## src/rtl/alu_pkg.sv

```systemverilog
// alu_pkg: opcodes, FSM state encoding and result width shared by the ALU arbiter and its ALU
package alu_pkg;
  localparam int ALU_RES_W = 16;
  localparam logic [1:0] OP_ADD  = 2'b00;
  localparam logic [1:0] OP_SUB  = 2'b01;
  localparam logic [1:0] OP_MUL  = 2'b10;
  localparam logic [1:0] OP_ONES = 2'b11;
  typedef enum logic [1:0] {
    S_IDLE = 2'd0,
    S_EXEC = 2'd1,
    S_RESP = 2'd2
  } state_t;
endpackage

```

## src/rtl/alu_arbiter_alu.sv

```systemverilog
// alu_arbiter_alu: combinational 8-bit ALU (add, sub, mul, all-ones) with carry/borrow flag
module alu_arbiter_alu
  import alu_pkg::*;
(
  input  logic [1:0]           sel,
  input  logic [7:0]           a,
  input  logic [7:0]           b,
  input  logic                 c,
  output logic [ALU_RES_W-1:0] out,
  output logic                 flag
);
  logic [8:0] sum;
  logic [8:0] diff;
  assign sum  = {1'b0, a} + {1'b0, b} + {8'b0, c};
  assign diff = {1'b0, a} - {1'b0, b} - {8'b0, c};
  assign out  = sel == OP_ADD ? {8'b0, sum[7:0]} :
                sel == OP_SUB ? {8'b0, diff[7:0]} :
                sel == OP_MUL ? {8'b0, a} * {8'b0, b} : '1;
  assign flag = sel == OP_ADD ? sum[8] : sel == OP_SUB ? diff[8] : 1'b0;
endmodule

```

## src/rtl/alu_arbiter.sv

```systemverilog
// alu_arbiter: round-robin two-requester front end for the shared ALU; ALU_ARB_STATS_EN adds saturating accept counters
module alu_arbiter
  import alu_pkg::*;
#(
  parameter int NREQ = 2
)
(
  input  logic                 clk,
  input  logic                 rst_n,
  input  logic                 req0_valid,
  input  logic                 req1_valid,
  output logic                 req0_ready,
  output logic                 req1_ready,
  input  logic [1:0]           req0_sel,
  input  logic [1:0]           req1_sel,
  input  logic [7:0]           req0_a,
  input  logic [7:0]           req0_b,
  input  logic [7:0]           req1_a,
  input  logic [7:0]           req1_b,
  input  logic                 req0_c,
  input  logic                 req1_c,
  output logic                 rsp_valid,
  input  logic                 rsp_ready,
  output logic [$clog2(NREQ)-1:0] rsp_id,
  output logic [ALU_RES_W-1:0] rsp_out,
  output logic                 rsp_flag
`ifdef ALU_ARB_STATS_EN
  ,
  output logic [15:0]          stat_cnt0,
  output logic [15:0]          stat_cnt1
`endif
);
  state_t state;
  logic [$clog2(NREQ)-1:0] last_grant;
  logic [$clog2(NREQ)-1:0] grant;
  logic [$clog2(NREQ)-1:0] op_id;
  logic [1:0] op_sel;
  logic [7:0] op_a;
  logic [7:0] op_b;
  logic op_c;
  logic [ALU_RES_W-1:0] alu_out;
  logic alu_flag;
  // On a tie the requester not granted last wins; otherwise whoever is valid
  assign grant      = (req0_valid && req1_valid) ? ~last_grant : req1_valid;
  assign req0_ready = (state == S_IDLE) && req0_valid && !grant;
  assign req1_ready = (state == S_IDLE) && req1_valid && grant;
  alu_arbiter_alu u_alu (
    .sel  (op_sel),
    .a    (op_a),
    .b    (op_b),
    .c    (op_c),
    .out  (alu_out),
    .flag (alu_flag)
  );
  // Accept the winner's operands, run one ALU cycle, hold the result until the consumer takes it
  always_ff @(posedge clk or negedge rst_n)
    if (!rst_n) begin
      state      <= S_IDLE;
      last_grant <= 1'b1;
      op_id      <= '0;
      op_sel     <= OP_ADD;
      op_a       <= '0;
      op_b       <= '0;
      op_c       <= 1'b0;
      rsp_valid  <= 1'b0;
      rsp_id     <= '0;
      rsp_out    <= '0;
      rsp_flag   <= 1'b0;
    end else begin
      case (state)
        S_IDLE:
          if (req0_ready || req1_ready) begin
            op_sel     <= grant ? req1_sel : req0_sel;
            op_a       <= grant ? req1_a : req0_a;
            op_b       <= grant ? req1_b : req0_b;
            op_c       <= grant ? req1_c : req0_c;
            op_id      <= grant;
            last_grant <= grant;
            state      <= S_EXEC;
          end
        S_EXEC: begin
          rsp_out   <= alu_out;
          rsp_flag  <= alu_flag;
          rsp_id    <= op_id;
          rsp_valid <= 1'b1;
          state     <= S_RESP;
        end
        S_RESP:
          if (rsp_ready) begin
            rsp_valid <= 1'b0;
            state     <= S_IDLE;
          end
        default: state <= S_IDLE;
      endcase
    end
`ifdef ALU_ARB_STATS_EN
  // Count accepted operations per requester, saturating at all-ones
  always_ff @(posedge clk or negedge rst_n)
    if (!rst_n) begin
      stat_cnt0 <= '0;
      stat_cnt1 <= '0;
    end else begin
      if (req0_ready && stat_cnt0 != 16'hFFFF) stat_cnt0 <= stat_cnt0 + 16'd1;
      if (req1_ready && stat_cnt1 != 16'hFFFF) stat_cnt1 <= stat_cnt1 + 16'd1;
    end
`endif
endmodule

```

## config.mk

```make
export PLATFORM = sky130hd
export DESIGN_NAME = alu_arbiter
export DESIGN_NICKNAME = d
export VERILOG_FILES = /design/src/rtl/alu_pkg.sv /design/src/rtl/alu_arbiter_alu.sv /design/src/rtl/alu_arbiter.sv
export SDC_FILE = /design/constraint.sdc
export NUM_CORES = 1
export LEC_CHECK = 0
export BUFFER_PORTS_ARGS = -buffer_cell sky130_fd_sc_hd__buf_2
export CAP_MARGIN = 15
export CORE_MARGIN = 4
export CORE_UTILIZATION = 60
export DETAILED_ROUTE_END_ITERATION = 10
export PLACE_DENSITY = 0.84
export SETUP_SLACK_MARGIN = 0.05
export SLEW_MARGIN = 20
export SYNTH_ARGS = -nofsm -noshare
export SYNTH_HDL_FRONTEND = slang
export SYNTH_HIERARCHICAL = 1
export SYNTH_SLANG_ARGS = --single-unit
```

## constraint.sdc

```tcl
create_clock -name clk -period 8.7 [get_ports clk]
set_input_delay 0 -clock clk [delete_from_list [all_inputs] [get_ports clk]]
set_output_delay 0 -clock clk [all_outputs]
set_load 0.01 [all_outputs]
```

==> After elaboration in Yosys (flattened, before gate mapping) <==
Cells that the tools add are included.
{ "op_classes": {"addsub": 4, "mul": 1, "eq_ne": 6, "n_mux": 15, "bitwise": 1, "reduce_logical": 13} }
{ "ops": {"columns": ["cell", "count"], "rows": [
  ["$mux 16", 3],
  ["$mul 8x8->16", 1],
  ["$mux 8", 2],
  ["$add 8x8->9", 1],
  ["$add 9x1->9", 1],
  ["$sub 8x8->9", 1],
  ["$sub 9x1->9", 1],
  ["$mux 2", 3],
  ["$pmux 2 s3", 1],
  ["$reduce_and 2->1", 3],
  ["$logic_and 1x1->1", 5],
  ["$mux 1", 5],
  ["$eq 2x1->1 const B", 2],
  ["$eq 2x2->1 const B", 2],
  ["$logic_not 2->1", 2],
  ["$ne 2x1->1 const B", 1],
  ["$ne 2x2->1 const B", 1],
  ["$pmux 1 s2", 1],
  ["$reduce_bool 2->1", 1],
  ["$logic_not 1->1", 1],
  ["$logic_or 1x1->1", 1],
  ["$not 1->1", 1]
]} }
{ "totals": {"regBits": 42, "in_bits": 43, "out_inout_bits": 21, "word_cells": 51} }

==> Logic depth before layout (Yosys ltp) <==
Gate-level depths: netlist of the first run.
{ "depth": {"depth_word": 7, "mapped_depth": 19, "ltp_nobuf": 17} }

==> Modules after synthesis <==
The synthesis of the first run kept the hierarchy.
{ "modules_own_cells": {"columns": ["module", "instances", "cells_per_inst", "area_each_um2", "seq_area_each_um2"], "rows": [
  ["alu_arbiter_alu", 1, 379, 3030.4, 0.0],
  ["alu_arbiter", 1, 121, 1898.1, 1052.3]
]} }

==> Least setup slack after synthesis of the first run <==
OpenSTA, ideal clock, no wires.
{ "synth_path": {"path_kind": "register to register", "from": "register op_a[1]", "to": "register rsp_out[15]", "setup_ns": 0.064, "t_arrival_ns": 4.471, "t_required_ns": 8.636, "slack_ns": 4.165, "stages_incl_launch_ff": 18, "n_path_buf": 2, "period_less_slack_ns": 4.535, "cell_sequence": "dfrtp_1 > clkbuf_1 > and2_1 > fa_1 > fa_1 > fa_1 > inv_1 > fa_1 > inv_1 > ha_1 > buf_6 > a21o_1 > a31o_1 > a22o_1 > a41o_1 > o2111a_1 > nor3_1 > mux2_2"} }
{ "synth_via": {"elab_chain_len": 4} }
{ "synth_lines": {"columns": ["item", "line_no", "source"], "rows": [
  ["start, declared", "alu_arbiter.sv:38", "logic [7:0] op_a;"],
  ["start signal, assigned", "alu_arbiter.sv:74", "op_a <= grant ? req1_a : req0_a;"],
  ["$mul 8x8->16", "alu_arbiter_alu.sv:18", "sel == OP_MUL ? {8'b0, a} * {8'b0, b} : '1;"],
  ["$mux 16", "alu_arbiter_alu.sv:18", null],
  ["$mux 16", "alu_arbiter_alu.sv:17", "sel == OP_SUB ? {8'b0, diff[7:0]} :"],
  ["$mux 16", "alu_arbiter_alu.sv:16", "assign out = sel == OP_ADD ? {8'b0, sum[7:0]} :"],
  ["via alu_out[15]", "alu_arbiter.sv:41", "logic [ALU_RES_W-1:0] alu_out;"],
  ["end signal, assigned", "alu_arbiter.sv:82", "rsp_out <= alu_out;"],
  ["end, declared", "alu_arbiter.sv:25", "output logic [ALU_RES_W-1:0] rsp_out,"]
]} }
The timed path passes the listed nets, and every way through them passes these cells.
A chain may end at the register's enable or synchronous reset.

==> Worst setup path after layout of the first run <==
{ "layout_path": {"from": "register op_a[1]", "to": "register rsp_out[14]"} }
Same word-level chain as after synthesis.

==> flow_summary_export.csv, run 1 <==
group,metric,value,unit
clock_network,clkTransAtPathRegs,0.08,ns
timing,tightest_slew,0.918,ns
floorplan,die_area,9730,µm²
setup_path,reg2reg_from,"op_a[1]$_DFFE_PN0P_",
detailed_routing,post-route-drc-count,0,
setup_path,worstSetupPathDepth,15,
timing,maxSlewViolCount,0,
clock_network,holdBufCountCts,3,
timing,final_hold_viol_count,0,
detailed_routing,drt-met1-wl,4400,µm
setup_path,cp_max_fo,15,
detailed_routing,drt_pass1_iterations,5,
placement,place_ws,3.90,ns
setup_path,worst_ep_required_time,8.89,ns
setup_path,r2r_end,"rsp_out[14]$_DFFE_PN0P_",
setup_path,endpoint_kind,"flip-flop",
detailed_routing,wl_per_cell,16.2,µm
job,cap_violations,0,
global_routing,grt_pass1_vias,4134,
floorplan,fp.dieW,98.6,µm
detailed_routing,wl,10800,µm
setup_path,critPathKind,"reg -> reg",
floorplan,die_h,98.6,µm
clock_network,cts_max_level,2,
global_routing,grt.total_usage,23.6,%
finish,area_delta_synth_final,10.5,%
placement,dp.final_hpwl,8480,µm
setup_path,crit_start,"op_a[1]$_DFFE_PN0P_",
setup_path,worstSetupEndpoint,"rsp_out[14]$_DFFE_PN0P_",
global_routing,grt_overflow,0,
placement,io_buffers,63,
placement,place.gp.congestion,0.901,
timing,fmax,208,MHz
global_routing,grt_max_degree,43,
floorplan,rows,32,
timing,rsz0062_at_grt,"false",
setup_path,critPathArrivalTime,4.99,ns
timing,setup_viol,0,
global_routing,grt_pass1_wl,18800,µm
synthesis,syn_area,4930,µm²
synthesis,yosysSeqAreaShare,21.4,%
clock_network,clock_latency,0.29,ns
setup_path,rrSetupSlack,3.89,ns
setup_path,cp_num_buf_inv,2,
timing,period_minus_slack,4.81,ns
timing,tns,0,ns
status,status,"finished clean",
clock_network,cts_setup_buffers,0,
synthesis,synth_flop_cell,"dfrtp_1",
setup_path,rr_worst_depth,15,
clock_network,cts_buffers,5,
floorplan,core_area,7850,µm²
finish,fillers,604,
clock_network,cts_buffer_depth,2,
synthesis,yosys_warnings,6,
synthesis,synth_edf_count,0,
detailed_routing,avgViaCountPerCell,5.77,
synthesis,ys_ff_latch,42,
detailed_routing,dr.max_layer_used,"met4",
detailed_routing,met2WireLength,5460,µm
hold_path,worst_hold_path_type,"in -> reg",
synthesis,syn_nets,641,
placement,dpl.cell_count,654,
setup_path,crit_path_cell_trace,"and2_1 > fa_1 > fa_1 > inv_1 > fa_1 > fa_1 > inv_1 > ha_1 > o21ai_1 > o21a_1 > nor3_1 > a41oi_1 > xor2_1 > a21oi_1 > mux2_2",
detailed_routing,ant_nets,0,
timing,fin_ws,3.89,ns
detailed_routing,dr_total_vias,3837,
setup_path,critPathMaxStageDelay,0.61,ns
floorplan,io_pins,64,
synthesis,async_flop_share,100,%
synthesis,synth.avg_cell_area,9.86,µm²
setup_path,slowest_stage,"dfrtp_1",
detailed_routing,wl_met3,703,µm
finish,n_antenna_cell,0,
synthesis,yosysUniqueCellTypes,57,
timing,timing.final.crit_share,55.3,%
floorplan,initial_core_util,62.8,%
setup_path,critPathTopFamily,"adder cells",
clock_network,tritoncts,"built",
clock_network,cts-root-buf,"clkbuf_8",
setup_path,cp_common_cell,"fa_1",
timing,skew,0.00819,ns
clock_network,clkSinkCount,42,
finish,drive_gt1_share,24.0,%
setup_path,cp-start-kind,"flip-flop",
detailed_routing,drtIter0Drc,212,
finish,layout.nets,703,
global_routing,antenna_found_initial,0,
timing,relSlewSlack,38.8,%
finish,fin_cells,665,
clock_network,cts-resized-gates,0,
synthesis,syn_inst,500,
## worst reg2reg max path, cell delays in order (launching register included)
cell and delay (ns):
dfrtp_1 0.61, and2_1 0.30, fa_1 0.46, fa_1 0.56, inv_1 0.05, fa_1 0.46, fa_1 0.54, inv_1 0.04
ha_1 0.30, o21ai_1 0.10, o21a_1 0.18, nor3_1 0.37, a41oi_1 0.20, xor2_1 0.16, a21oi_1 0.08, mux2_2 0.28
## cell families (layout without fill, tap and decap cells)
| logic type | Yosys count | in the layout | synth area share (%) |
|---|---|---|---|
| and+or+nand+nor | 116 | 116 | 12.0 |
| DFF | 42 | 42 | 21.4 |
| xor gates and xnor gates | 18 | 18 | 3.20 |
| AOI/OAI and AO/OA | 77 | 77 | 10.3 |
| buffers and inverters | 90 | 153 | 7.46 |
| adders and majority gates | 98 | 98 | 31.0 |
| muxes | 59 | 59 | 14.8 |
## metal layers
layer,track usage [%],up-vias
met5,0,-
met4,7.04,0
met3,2.90,22
met2,41.8,146
met1,30.3,1879
li1,-,1790
## synth_stat cells, types with 2 or more instances
library cell	number	share of area, %
a211oi_1	3	0.46
a21boi_1	3	0.46
a21o_1	6	0.91
a21oi_1	27	2.7
a31oi_1	3	0.38
and2_1	32	4.1
and3_1	5	0.63
buf_2	3	0.30
buf_6	3	0.69
clkbuf_1	5	0.38
dfrtp_1	41	21
fa_1	40	16
ha_1	58	15
inv_1	75	5.7
mux2_2	38	8.7
mux2_4	18	5.5
mux2i_1	2	0.41
nand2_1	24	1.8
nand2b_1	2	0.25
nand3_1	2	0.20
nor2_1	25	1.9
nor2b_1	5	0.63
nor3_1	12	1.2
o21a_1	3	0.46
o21ai_0	6	0.61
o21ai_1	7	0.71
o22a_1	3	0.53
o31ai_1	2	0.30
or2_1	2	0.25
or3_1	2	0.25
xnor2_1	9	1.6
xor2_1	9	1.6
## worst min-delay path by stage
| stage | start | end | slack [ns] | cells past startpoint |
|---|---|---|---|---|
| after CTS | req1_a[3] | op_a[3]$_DFFE_PN0P_ | 0.05 | 3 |
| final | req0_b[3] | op_b[3]$_DFFE_PN0P_ | 0.06 | 3 |
| after floorplan | rst_n | op_a[0]$_DFFE_PN0P_ | -0.30 | 0 |
| after detailed placement | rst_n | op_id$_DFFE_PN0P_ | 0.19 | 1 |
| after global routing | req0_a[1] | op_a[1]$_DFFE_PN0P_ | 0.05 | 3 |
| after global placement | rst_n | op_id$_DFFE_PN0P_ | 0.17 | 1 |
## flip-flops by register name (all words and copies together), names as in the netlist
signal / cells
rsp_out: 16
op_a: 8
op_b: 8
op_sel: 2
state: 2
last_grant: 1
op_c: 1
op_id: 1
rsp_flag: 1
rsp_id: 1
rsp_valid: 1
## cells in the final DEF (no fill, tap or decap), drive strengths merged, types with 2 or more instances in the layout
cell type / n
o21ai: 13
a31oi: 3
nand2b: 2
nand2: 24
a21oi: 27
nor2b: 5
o22ai: 2
or2: 3
xor2: 9
o21a: 3
a21o: 6
clkbuf: 6
buf: 65
dlygate4sd3: 3
or3: 2
mux2: 57
nand3: 2
nor3: 12
a21boi: 3
o22a: 3
fa: 40
o31ai: 2
ha: 58
inv: 76
and3: 6
dfrtp: 41
nor2: 26
and2: 32
a211oi: 3
xnor2: 9
mux2i: 2
## per-stage QoR
stage                     cell area [µm²]  hold WS, ns  utilization [%]
after global routing                 5450       0.0501             69.4
final                                5450       0.0602             69.4
after floorplan                      4930       -0.296                -
after CTS                            5450       0.0504             69.4
after global placement               5310        0.173             67.6
after detailed placement             5310        0.190             67.6
## area by class of cell
| class | instances | area (µm²) | share of cell area, % |
|---|---|---|---|
| clock buffer | 6 | 72.6 | 1.33 |
| clock inverter | 2 | 37.5 | 0.689 |
| inverter | 77 | 289 | 5.31 |
| multi-input combinational | 368 | 3510 | 64.4 |
| sequential | 42 | 1050 | 19.3 |
| tap | 102 | 128 | 2.34 |
| timing repair buffer | 68 | 360 | 6.61 |
Power of run 1 is left out: the tool's default activity adds up to more than one toggle a clock period on the data nets, which glitch-free logic cannot reach.
==> inputs of run 2 (changes only) <==
- CORE_UTILIZATION: 60 -> 54
- PLACE_DENSITY: 0.84 -> 0.8
- clock period: 8.7 -> 4.2 ns (I/O delays scaled with it)
==> run 2 against run 1 <==
The run now ends with negative setup slack left. Routed wire length rose by 33%. Worst setup slack got worse by 4.1 ns. Sequential share of layout area fell by 2.7 points. Non-clock buffer count rose by 72. Die area rose by 10%. Global-route usage rose by 1.3 points. First-iteration DRC count rose by 58%. Highest routed layer unchanged.
==> flow_summary_export.csv, run 2 (synthesized netlist as in run 1, its figures left out) <==
group,metric,value,unit
status,status,"complete, but fails checks",
status,failed_checks,"negative setup slack",
detailed_routing,ant_nets,0,
floorplan,die_h,104,µm
placement,dp.final_hpwl,9610,µm
placement,placed_cell_area,5770,µm²
finish,area_delta_synth_final,29.4,%
clock_network,cts_buffers,5,
placement,io_buffers,63,
global_routing,grt_overflow,0,
detailed_routing,post-route-drc-count,0,
timing,skew,0.0131,ns
detailed_routing,wl_per_cell,19.2,µm
setup_path,cp_max_fo,6,
setup_path,slowest_stage,"fa_2",
finish,top_regs,"rsp_out (16), op_a (8), op_b (8)",
detailed_routing,dr_total_vias,4333,
floorplan,die_area,10700,µm²
detailed_routing,drtIter0Drc,336,
setup_path,critPathMaxStageDelay,0.53,ns
timing,period_minus_slack,4.41,ns
finish,drive_gt1_share,43.6,%
global_routing,grt.total_usage,24.9,%
timing,tightest_slew,0.957,ns
clock_network,cts-root-buf,"clkbuf_8",
finish,largest-register,"rsp_out",
timing,setup_viol,6,
detailed_routing,avgViaCountPerCell,5.83,
detailed_routing,drt_pass1_iterations,5,
floorplan,rows,34,
finish,layout_commonest_cell,"inv_1",
setup_path,critPathArrivalTime,4.68,ns
timing,rsz0062_at_grt,"true",
floorplan,fp.dieW,104,µm
setup_path,endpoint_kind,"flip-flop",
hold_path,worst_hold_path_type,"in -> reg",
setup_path,critPathKind,"reg -> reg",
setup_path,cp-start-kind,"flip-flop",
timing,relSlewSlack,36.2,%
placement,dpl.cell_count,707,
setup_path,cp_common_cell,"fa_1",
timing,maxSlewViolCount,0,
finish,fin_cells,743,
floorplan,io_pins,64,
setup_path,cp_num_buf_inv,2,
clock_network,cts_max_level,2,
job,cap_violations,0,
finish,n_antenna_cell,0,
detailed_routing,wl,14300,µm
timing,fin_ws,-0.206,ns
finish,layout.nets,775,
clock_network,clkSinkCount,42,
finish,fillers,568,
finish,mostFrequentLayoutCells,"65 x inv_1, 63 x buf_2, 62 x buf_4",
finish,largest_register_ffs,16,
timing,timing.final.crit_share,105,%
global_routing,grt_pass1_wl,21900,µm
placement,place.gp.congestion,0.887,
global_routing,grt_pass1_vias,4570,
global_routing,grt_max_degree,43,
global_routing,antenna_found_initial,0,
setup_path,critPathTopFamily,"adder cells",
finish,design_area,6380,µm²
setup_path,worst_ep_required_time,4.47,ns
setup_path,crit_path_cell_trace,"and2_1 > fa_1 > fa_1 > fa_1 > inv_2 > fa_2 > inv_2 > ha_4 > a21o_1 > a31o_1 > a22o_1 > a41o_1 > o2111a_1 > nor3_1 > mux2_4",
timing,final_hold_viol_count,0,
clock_network,cts_buffer_depth,2,
clock_network,tritoncts,"built",
timing,fmax,227,MHz
clock_network,clkTransAtPathRegs,0.11,ns
clock_network,clock_latency,0.32,ns
floorplan,core_area,8810,µm²
floorplan,initial_core_util,56.0,%
run 2: layout make-up:
cell class | count | area [µm²] | area share, %
Clock buffer | 5 | 68.8 | 1.08
Clock inverter | 3 | 28.8 | 0.451
Inverter | 77 | 289 | 4.53
Multi-Input combinational cell | 368 | 3850 | 60.3
Sequential cell | 42 | 1060 | 16.7
Tap cell | 108 | 135 | 2.12
Timing Repair Buffer | 140 | 946 | 14.8
run 2: through the flow:
| stage | setup WS, ns | hold slack (ns) | util (%) | TNS (ns) |
|---|---|---|---|---|
| 3_5_place_dp | -0.226 | 0.216 | 65.6 | -0.983 |
| 6_report | -0.206 | 0.0397 | 72.4 | -0.798 |
| 2_1_floorplan | -0.0428 | -0.296 | - | -0.0428 |
| 4_1_cts | -0.127 | 0.0360 | 70.9 | -0.176 |
| 3_3_place_gp | -0.135 | 0.203 | 65.6 | -0.409 |
| 5_1_grt | -0.294 | 0.0415 | 72.4 | -1.49 |
run 2: layer usage:
metal  share of wire, %  track usage (%)  routed length (µm)
met3                6.3             3.92                 891
met4                4.4             11.7                 629
met1                 39             29.1                5490
met5                  0                0                   0
met2                 51             44.8                7240
run 2: final timing paths:
path	from	to	slack [ns]	cells past startpoint
worst max-delay path	op_a[3]$_DFFE_PN0P_	rsp_out[15]$_DFFE_PN0P_	-0.21	15
worst min-delay path	req1_b[0]	op_b[0]$_DFFE_PN0P_	0.04	3
worst max register to register	op_a[3]$_DFFE_PN0P_	rsp_out[15]$_DFFE_PN0P_	-0.21	15
worst min register to register	op_id$_DFFE_PN0P_	op_id$_DFFE_PN0P_	0.49	1
max in group asynchronous	rst_n	op_a[5]$_DFFE_PN0P_	3.17	2
min in group asynchronous	rst_n	rsp_out[15]$_DFFE_PN0P_	0.34	2
run 2: what timing repair did:
item                                    CTS  global route
buffers inserted                         21             5
gates resized for setup                  50            28
endpoints found under the setup margin    9             9
hold buffers                              3             0
endpoints found under the hold margin    42             0
pin swaps                                48            17
run 2: worst register-to-register path: stages (launching register included):
cell and delay (ns):
dfrtp_2 0.46, and2_1 0.18, fa_1 0.47, fa_1 0.49, fa_1 0.52, inv_2 0.05, fa_2 0.53, inv_2 0.05
ha_4 0.16, a21o_1 0.19, a31o_1 0.21, a22o_1 0.21, a41o_1 0.23, o2111a_1 0.24, nor3_1 0.19, mux2_4 0.16
Power of run 2 is left out for the same reason.
==> inputs of run 3 (changes only) <==
- PLACE_DENSITY: 0.8 -> 0.88
==> run 3 against run 2 <==
The flow still finishes with violations (negative setup slack). Sequential share of layout area rose by 0.28 points. Hold slack improved by 0.020 ns. Critical path depth did not move. Die area did not move. Clock skew rose by 0.0023 ns. Flip-flop and latch count did not move. Routed wire length fell by 1.5%.
==> flow_summary_export.csv, run 3 (synthesized netlist as in run 1, its figures left out) <==
group,metric,value,unit
detailed_routing,avgViaCountPerCell,5.83,
clock_network,cts_max_level,2,
detailed_routing,ant_nets,0,
setup_path,endpoint_kind,"flip-flop",
floorplan,die_area,10700,µm²
setup_path,cp_common_cell,"fa_1",
finish,layout.nets,761,
job,cap_violations,0,
detailed_routing,wl,14000,µm
detailed_routing,dr_total_vias,4248,
setup_path,r2r_end,"rsp_out[15]$_DFFE_PN0P_",
setup_path,critPathMaxStageDelay,0.52,ns
timing,rsz0062_at_grt,"true",
global_routing,grt.total_usage,25.8,%
detailed_routing,drt-met1-wl,5210,µm
finish,layout_commonest_cell,"inv_1",
clock_network,tritoncts,"built",
setup_path,worstSetupEndpoint,"rsp_out[15]$_DFFE_PN0P_",
global_routing,antenna_found_initial,0,
global_routing,grt_max_degree,43,
clock_network,cts_buffer_depth,2,
placement,place.gp.congestion,0.932,
timing,tightest_slew,0.952,ns
floorplan,fp.dieW,104,µm
timing,period_minus_slack,4.41,ns
placement,dp.final_hpwl,9600,µm
status,failed_checks,"negative setup slack",
finish,final_util,71.5,%
finish,fin_cells,729,
detailed_routing,met2WireLength,7330,µm
timing,fin_ws,-0.208,ns
floorplan,core_area,8810,µm²
detailed_routing,drtIter0Drc,206,
timing,fmax,227,MHz
finish,largest_register_ffs,16,
setup_path,cp-start-kind,"flip-flop",
timing,skew,0.0154,ns
clock_network,cts-root-buf,"clkbuf_8",
detailed_routing,post-route-drc-count,0,
hold_path,worst_hold_path_type,"in -> reg",
timing,relSlewSlack,36.5,%
clock_network,clkTransAtPathRegs,0.10,ns
finish,top_regs,"rsp_out (16), op_a (8), op_b (8)",
clock_network,clock_latency,0.31,ns
setup_path,cp_max_fo,5,
clock_network,clkSinkCount,42,
setup_path,crit_start,"op_a[4]$_DFFE_PN0P_",
finish,area_delta_synth_final,27.7,%
setup_path,rrSetupSlack,-0.21,ns
timing,maxSlewViolCount,0,
setup_path,rr_worst_depth,15,
global_routing,grt_overflow,0,
setup_path,critPathKind,"reg -> reg",
floorplan,initial_core_util,56.0,%
detailed_routing,wl_per_cell,19.3,µm
timing,holdWs,0.0595,ns
setup_path,critPathArrivalTime,4.61,ns
global_routing,grt_pass1_wl,22600,µm
detailed_routing,dr.max_layer_used,"met4",
finish,mostFrequentLayoutCells,"64 x inv_1, 63 x buf_2, 46 x buf_4",
status,status,"complete, but fails checks",
placement,dpl.cell_count,698,
setup_path,slowest_stage,"fa_2",
finish,drive_gt1_share,42.8,%
timing,setup_viol,6,
placement,io_buffers,63,
global_routing,grt_pass1_vias,4794,
floorplan,die_h,104,µm
floorplan,rows,34,
setup_path,crit_path_cell_trace,"and2_4 > fa_1 > fa_1 > fa_1 > inv_2 > fa_2 > inv_2 > ha_4 > a21o_1 > a31o_1 > a22o_1 > a41o_1 > nor2_1 > nor3_2 > mux2_4",
setup_path,worst_ep_required_time,4.40,ns
timing,timing.final.crit_share,105,%
detailed_routing,drt_pass1_iterations,5,
finish,n_antenna_cell,0,
finish,largest-register,"rsp_out",
setup_path,reg2reg_from,"op_a[4]$_DFFE_PN0P_",
timing,final_hold_viol_count,0,
detailed_routing,wl_met3,683,µm
floorplan,io_pins,64,
clock_network,cts_buffers,5,
==> run 3: how the worst min path moves through the flow <==
stage               startpoint                endpoint  slack [ns]  depth (start not counted)
floorplan                rst_n     op_a[0]$_DFFE_PN0P_       -0.30                          0
global placement         rst_n   rsp_valid$_DFFE_PN0P_        0.17                          1
detailed placement       rst_n  rsp_out[0]$_DFFE_PN0P_        0.19                          1
CTS                  req0_a[5]     op_a[5]$_DFFE_PN0P_        0.05                          3
global route         req0_b[0]     op_b[0]$_DFFE_PN0P_        0.06                          3
finish               req0_b[0]     op_b[0]$_DFFE_PN0P_        0.06                          3
==> run 3: critical path: cells and delay by family, from the launching register on <==
family / cells / cell delay (ns)
compound gates: 4 / 0.87
fa+ha+maj: 5 / 2.20
buf+inv: 2 / 0.08
flops: 1 / 0.46
mux: 1 / 0.26
simple gates: 3 / 0.44
==> run 3: repair_timing <==
| action | CTS | global route |
|---|---|---|
| hold buffers | 4 | 0 |
| gates resized for setup | 51 | 28 |
| setup endpoints to repair | 9 | 9 |
| setup buffers | 15 | 6 |
| cloned | 0 | 0 |
| endpoints found under the hold margin | 43 | 0 |
| pin swaps | 46 | 27 |
==> run 3: layer usage <==
metal	global-route usage, %	vias to the layer above
li1	-	1902
met1	29.2	2066
met2	47.3	202
met3	3.73	78
met4	13.1	0
met5	0	-
==> run 3: metrics by stage <==
stage | setup slack (ns) | TNS (ns) | instance area (µm²)
floorplan | -0.0428 | -0.0428 | 5040
global placement | -0.143 | -0.575 | 5710
detailed placement | -0.247 | -1.06 | 5710
CTS | -0.0825 | -0.346 | 6150
global route | -0.294 | -1.32 | 6290
finish | -0.208 | -0.600 | 6290
==> run 3: final cells by class <==
type / count / area (µm²)
inverters: 77 / 289
repair buffers: 126 / 856
well taps: 108 / 135
clock buffers: 6 / 72.6
clock inverters: 2 / 37.5
multi-input cells: 368 / 3840
fillers: 577 / 2510
flip-flops and latches: 42 / 1070
Power of run 3 is left out for the same reason.
